### config.mk
export PLATFORM = sky130hd
export DESIGN_NAME = parallel_counters
export DESIGN_NICKNAME = d
export VERILOG_FILES = /design/src/rtl/parallel_counters.sv
export SDC_FILE = /design/constraint.sdc
export NUM_CORES = 1
export LEC_CHECK = 0
export CORE_AREA = 2 2 39 41
export DETAILED_ROUTE_END_ITERATION = 12
export DIE_AREA = 0 0 41 43
export PLACE_DENSITY = 0.59
export SLEW_MARGIN = 5
export SYNTH_ARGS = -nofsm -noshare
export SYNTH_HDL_FRONTEND = slang
export SYNTH_SLANG_ARGS = --single-unit
export TNS_END_PERCENT = 100
### constraint.sdc
create_clock -name clk -period 2.95 [get_ports clk]
set_clock_uncertainty 0.15 [all_clocks]
set_input_delay 0.4425 -clock clk [delete_from_list [all_inputs] [get_ports clk]]
set_output_delay 0.4425 -clock clk [all_outputs]
set_load 0.02 [all_outputs]
### src/rtl/parallel_counters.sv
// parallel_counters
//   Population-count compressors for multiplier partial-product reduction trees.
//   A 3:2 counter (one full adder) and a 7:3 counter (four full adders).
//   Each count is available combinationally and as a registered copy.
//
// Ports
//   clk     in   1  clock, registers update on the rising edge
//   rst     in   1  synchronous active-high reset, clears the registered counts
//   in3     in   3  3:2 counter input bits
//   cnt3    out  2  combinational popcount of in3
//   in7     in   7  7:3 counter input bits
//   cnt7    out  3  combinational popcount of in7
//   cnt3_q  out  2  cnt3 delayed by one clock
//   cnt7_q  out  3  cnt7 delayed by one clock
module parallel_counters (
    input  logic       clk,
    input  logic       rst,
    input  logic [2:0] in3,
    output logic [1:0] cnt3,
    input  logic [6:0] in7,
    output logic [2:0] cnt7,
    output logic [1:0] cnt3_q,
    output logic [2:0] cnt7_q
);

    // Full adder: returns {carry, sum}.
    function automatic logic [1:0] full_add(input logic a, input logic b, input logic c);
        return {(a & b) | (a & c) | (b & c), a ^ b ^ c};
    endfunction

    logic [1:0] fa0;
    logic [1:0] fa1;
    logic [1:0] fa2;
    logic [1:0] fa3;
    logic [1:0] cnt3_d;
    logic [2:0] cnt7_d;

    // 3:2 counter is a single full adder: sum is the LSB, carry the MSB.
    assign cnt3 = full_add(in3[0], in3[1], in3[2]);

    // 7:3 counter: two first-level adders produce weight-1 sums and weight-2
    // carries. The weight-1 sums merge with in7[6]; all weight-2 carries then
    // merge in the last adder, whose carry is the weight-4 bit.
    assign fa0  = full_add(in7[0], in7[1], in7[2]);
    assign fa1  = full_add(in7[3], in7[4], in7[5]);
    assign fa2  = full_add(fa0[0], fa1[0], in7[6]);
    assign fa3  = full_add(fa0[1], fa1[1], fa2[1]);
    assign cnt7 = {fa3[1], fa3[0], fa2[0]};

    always_comb begin
        cnt3_d = cnt3;
        cnt7_d = cnt7;
        if (rst) begin
            cnt3_d = 2'd0;
            cnt7_d = 3'd0;
        end
    end

    always_ff @(posedge clk) begin
        cnt3_q <= cnt3_d;
        cnt7_q <= cnt7_d;
    end

endmodule

==> flow_metrics.tcl, run 1 <==
set metrics [dict create \
    layout.cells.most_common "clkdlybuf4s50_1" \
    num_vias 228 \
    hp-start "rst" \
    dp_cells 61 \
    crit_path_max_fanout 2 \
    p_leak_nw 0.286 \
    fin_crit_ns 2.73 \
    required_ns 2.36 \
    final_antenna_net_count 0 \
    gp_congestion 0.678 \
    grt_pass1_wl_um 897 \
    worst_setup_path_end_kind "primary output" \
    grt_use_total_pct 9.22 \
    hp-class "primary input to flop" \
    drt-wirelength-per-cell_um 8.45 \
    layout.area.seq_um2 100 \
    hpwl_um 460 \
    timing.final.crit_share_pct 92.6 \
    initial_core_util_pct 18.7 \
    worst_pin_slew_ns 0.222 \
    yosys_warnings 0 \
    avgSynthCellArea_um2 11.3 \
    cts_tree "done" \
    dieWidth_um 41 \
    cts_root_buf "clkbuf_4" \
    syn2layout_area_growth_pct 107 \
    hold_buffers 0 \
    drv_cap 0 \
    dr.first_iter.drc_count 1 \
    wl_um 549 \
    power_density_nw_per_um2 543 \
    relSlewSlack_pct 85.1 \
    vias_per_cell 3.51 \
    status "finished clean" \
    cp_data_arrival_time_ns 2.14 \
    synthesis.area_um2 259 \
    design.core.area_um2 1380 \
    crit_start "in7[3]" \
    hold_viol_final 0 \
    syn-num-nets 40 \
    final_nets 67 \
    drive_above_1_share_pct 20.4 \
    io_buffer_count 21 \
    ioPinCount 22 \
    start_kind "primary input" \
    cts_max_path_buffers 2 \
    critical_path_class "primary input to primary output" \
    n_antenna_cell 0 \
    grt_max_degree 6 \
    fmax_mhz 366 \
    power.total_w 0.000291 \
    drv_slew 0 \
    ys_types 5 \
    dieArea_um2 1760 \
    antenna_found_initial 0 \
    clk_pin_slew_worst_paths_ns 0.04 \
    synth_cells 23 \
    grt_overflow 0 \
    drcViolationCount 0 \
    setup_violations 0 \
    multiInputGateArea_um2 131 \
    dr.pass1.iters 2 \
    h-tree-depth 1 \
    synth-seq-cells 5 \
    chipHeight_um 43 \
    grt_pass1_vias 213 \
    rsz0062_at_grt "no" \
    final_cells 65 \
    peakVddDrop_uv 277 \
    numClockSinks 5 \
    cts-buffers-inserted 3 \
    final_cell_mix "12 x clkdlybuf4s50_1, 6 x dlymetal6s2s_1, 5 x inv_1, 5 x dfxtp_1" \
    synth_seq_area_share_pct 38.6 \
    rows 14 \
    fillCellCount 156 \
]
-- per-stage QoR --
step	worst slack (ns)	instance area [µm²]	setup TNS (ns)	hold slack (ns)	util [%]
floorplan	0.438	259	0	0.359	-
finish	0.219	536	0	0.693	38.7
global placement	-0.548	497	-1.15	0.944	35.9
detailed placement	-0.547	497	-1.15	0.955	35.9
CTS	-0.168	512	-0.168	0.695	37.0
global route	0.154	536	0	0.708	38.7
-- final cells by class --
type / count / share of cell area, %
tap: 16 / 3.74
inverter: 8 / 5.61
multi-input combinational: 10 / 24.5
sequential: 5 / 18.7
clock buffer: 4 / 4.91
timing repair buffer: 22 / 42.5
-- worst max-delay path: stages --
cell            delay [ns]
dlymetal6s2s_1        0.14
fa_1                  0.53
inv_1                 0.05
fa_2                  0.35
inv_2                 0.07
fa_1                  0.41
buf_6                 0.15
-- logic make-up (layout without fill, tap and decap cells) --
kind of cell / Yosys count / in the layout / synth area share (%)
flops: 5 / 5 / 38.6
buf+inv: 8 / 34 / 11.6
fa+ha+maj: 5 / 5 / 38.6
simple gates: 5 / 5 / 11.1
-- flip-flops by register name (all words and copies together) (netlist names) --
signal,flops
cnt7_q,3
cnt3_q,2
-- cell usage after synthesis --
cell	instances	area, µm²
inv_1	8	30.0
dfxtp_1	5	100
fa_1	5	100
nor2b_1	4	25.0
nor2_1	1	3.75
-- worst paths after layout --
check | to | slack (ns) | depth (start not counted)
setup / recovery | cnt7[1] | 0.22 | 7
hold / removal | cnt7_q[0]$_SDFF_PP0_ | 0.69 | 2
-- timing repair --
item,in CTS,in global routing
resized for setup,9,12
setup buffers,0,0
endpoints found under the setup margin,3,2
pin swaps,0,3
-- power by group --
group	internal (W)	switching [W]
clock	0.0000511	0.0000278
combinational	0.0000698	0.0000628
sequential	0.0000774	0.00000199
total	0.000198	0.0000925
-- routing by layer --
layer / GRT usage, % / vias to the layer above / wire, µm
met2: 11.3 / 12 / 297
met1: 8.28 / 101 / 187
li1: - / 113 / -
met5: 0 / - / 0
met3: 7.85 / 2 / 49
met4: 10.0 / 0 / 14
(Power assumes the default switching activity.)
==> run 2, diff against run 1 <==
- REMOVE_ABC_BUFFERS: default -> 1
==> results of run 2 <==
The final DEF is identical to that of run 1; final timing and power are the same.
==> run 3, diff against run 2 <==
- SETUP_SLACK_MARGIN: default -> 0.1
- SLEW_MARGIN: 5 -> 20
==> run 3 against run 2 <==
Compared with the run above:
- sequential share of layout area up 0.68 points
- sequential cell count unchanged
- final area fell by 3.5%
- via count fell by 1.8%
- wire length is 3.5% lower
- non-clock buffer count is the same
- total power shrank 0.21%
- cell count did not move
- sequential power barely moved
- largest power group unchanged
==> flow_metrics.tcl, run 3 (same netlist as run 1, synthesis figures left out) <==
set metrics [dict create \
    status "finished clean" \
    grt_max_degree 6 \
    clk_pin_slew_worst_paths_ns 0.04 \
    largest_reg_flops 3 \
    grt_overflow 0 \
    grt_pass1_wl_um 897 \
    drt-wirelength-per-cell_um 8.15 \
    fillCellCount 155 \
    worst_pin_slew_ns 0.222 \
    hp-class "primary input to flop" \
    numClockSinks 5 \
    h-tree-depth 1 \
    n_antenna_cell 0 \
    crit_path_max_fanout 2 \
    cts-buffers-inserted 3 \
    drive_above_1_share_pct 22.4 \
    ioPinCount 22 \
    initial_core_util_pct 18.7 \
    start_kind "primary input" \
    syn2layout_area_growth_pct 99.5 \
    grt_pass1_vias 208 \
    gp_congestion 0.678 \
    cts_max_path_buffers 2 \
    cts_tree "done" \
    worst_slack_ns 0.175 \
    setup_tns_ns 0 \
    dieWidth_um 41 \
    required_ns 2.36 \
    final_cell_mix "12 x clkdlybuf4s50_1, 5 x dfxtp_1" \
    cts_root_buf "clkbuf_4" \
    crit_start "in7[1]" \
    layout.cells.most_common "clkdlybuf4s50_1" \
    place_area_um2 497 \
    final_cells 65 \
    peakVddDrop_uv 273 \
    largest_register "cnt7_q" \
    worst_setup_path_end_kind "primary output" \
    wl_um 530 \
    postCtsSetupBuffers 0 \
    fmax_mhz 360 \
    antenna_found_initial 0 \
    rsz0062_at_grt "no" \
    hold_buffers 0 \
    dr.pass1.iters 2 \
    hpwl_um 460 \
    vias_per_cell 3.45 \
    power_density_nw_per_um2 562 \
    crit_end "cnt7[1]" \
    final_nets 67 \
    num_vias 224 \
    fin_crit_ns 2.77 \
    cp_data_arrival_time_ns 2.18 \
    final_antenna_net_count 0 \
    stdcell_area_um2 517 \
    drv_cap 0 \
    critical_path_class "primary input to primary output" \
    dp_slack_ns -0.547 \
    dieArea_um2 1760 \
    hold_viol_final 0 \
    setup_violations 0 \
    drv_slew 0 \
    dr.first_iter.drc_count 1 \
    grt_use_total_pct 9.22 \
    reg_top3 "cnt7_q: 3 flops, cnt3_q: 2 flops" \
    p_leak_nw 0.236 \
    io_buffer_count 21 \
    timing.final.crit_share_pct 94.1 \
    drcViolationCount 0 \
    rows 14 \
    dp_cells 61 \
    design.core.area_um2 1380 \
    chipHeight_um 43 \
    relSlewSlack_pct 85.1 \
]
## run 3: cell count changes in the layout (fill, tap and decap cells not counted)
cell,previous run,this run
clkdlybuf4s15_1,0,3
dlymetal6s2s_1,6,0
dlygate4sd2_1,1,4
inv_1,5,4
inv_2,3,4
## run 3: area by class of cell
cell class              count  area (µm²)  share of cell area (%)
clock buffers               4        26.3                    5.08
multi-input cells          10         131                    25.4
repair buffers             22         209                    40.4
well taps                  16        20.0                    3.87
flip-flops and latches      5         100                    19.4
inverters                   8        30.0                    5.81
## run 3: how the worst min path moves through the flow
stage,from,end,slack [ns],cells past startpoint
after floorplan,rst,cnt7_q[0]$_SDFF_PP0_,0.36,1
after global placement,rst,cnt7_q[0]$_SDFF_PP0_,0.94,2
after detailed placement,rst,cnt7_q[0]$_SDFF_PP0_,0.96,2
after CTS,rst,cnt7_q[0]$_SDFF_PP0_,0.69,2
after global routing,rst,cnt7_q[0]$_SDFF_PP0_,0.71,2
final,rst,cnt7_q[0]$_SDFF_PP0_,0.69,2
## run 3: worst max-delay path, cell delays in order
cell           delay, ns
dlygate4sd2_1       0.23
inv_1               0.06
fa_1                0.44
fa_2                0.37
inv_2               0.06
fa_1                0.43
buf_6               0.15
## run 3: layer usage
layer | track usage (%) | wire length, µm | up-vias
met5 | 0 | 0 | -
met4 | 10.0 | 14 | 0
met3 | 7.85 | 48 | 2
met2 | 10.9 | 283 | 12
met1 | 8.61 | 183 | 97
li1 | - | - | 113
## run 3: metrics by stage
step	utilization (%)	hold WS [ns]	power [W]
floorplan	-	0.359	0.000147
global placement	35.9	0.944	0.000218
detailed placement	35.9	0.955	0.000217
CTS	37.2	0.695	0.000297
global route	37.3	0.708	0.000315
finish	37.3	0.692	0.000290
## run 3: what timing repair did
item / 4_1_cts / 5_1_grt
pin swaps: 4 / 4
resized for setup: 22 / 3
endpoints found under the setup margin: 3 / 1
## run 3: power breakdown
part	switching [W]	internal [W]
sequential	0.00000199	0.0000774
combinational	0.0000627	0.0000693
clock	0.0000278	0.0000511
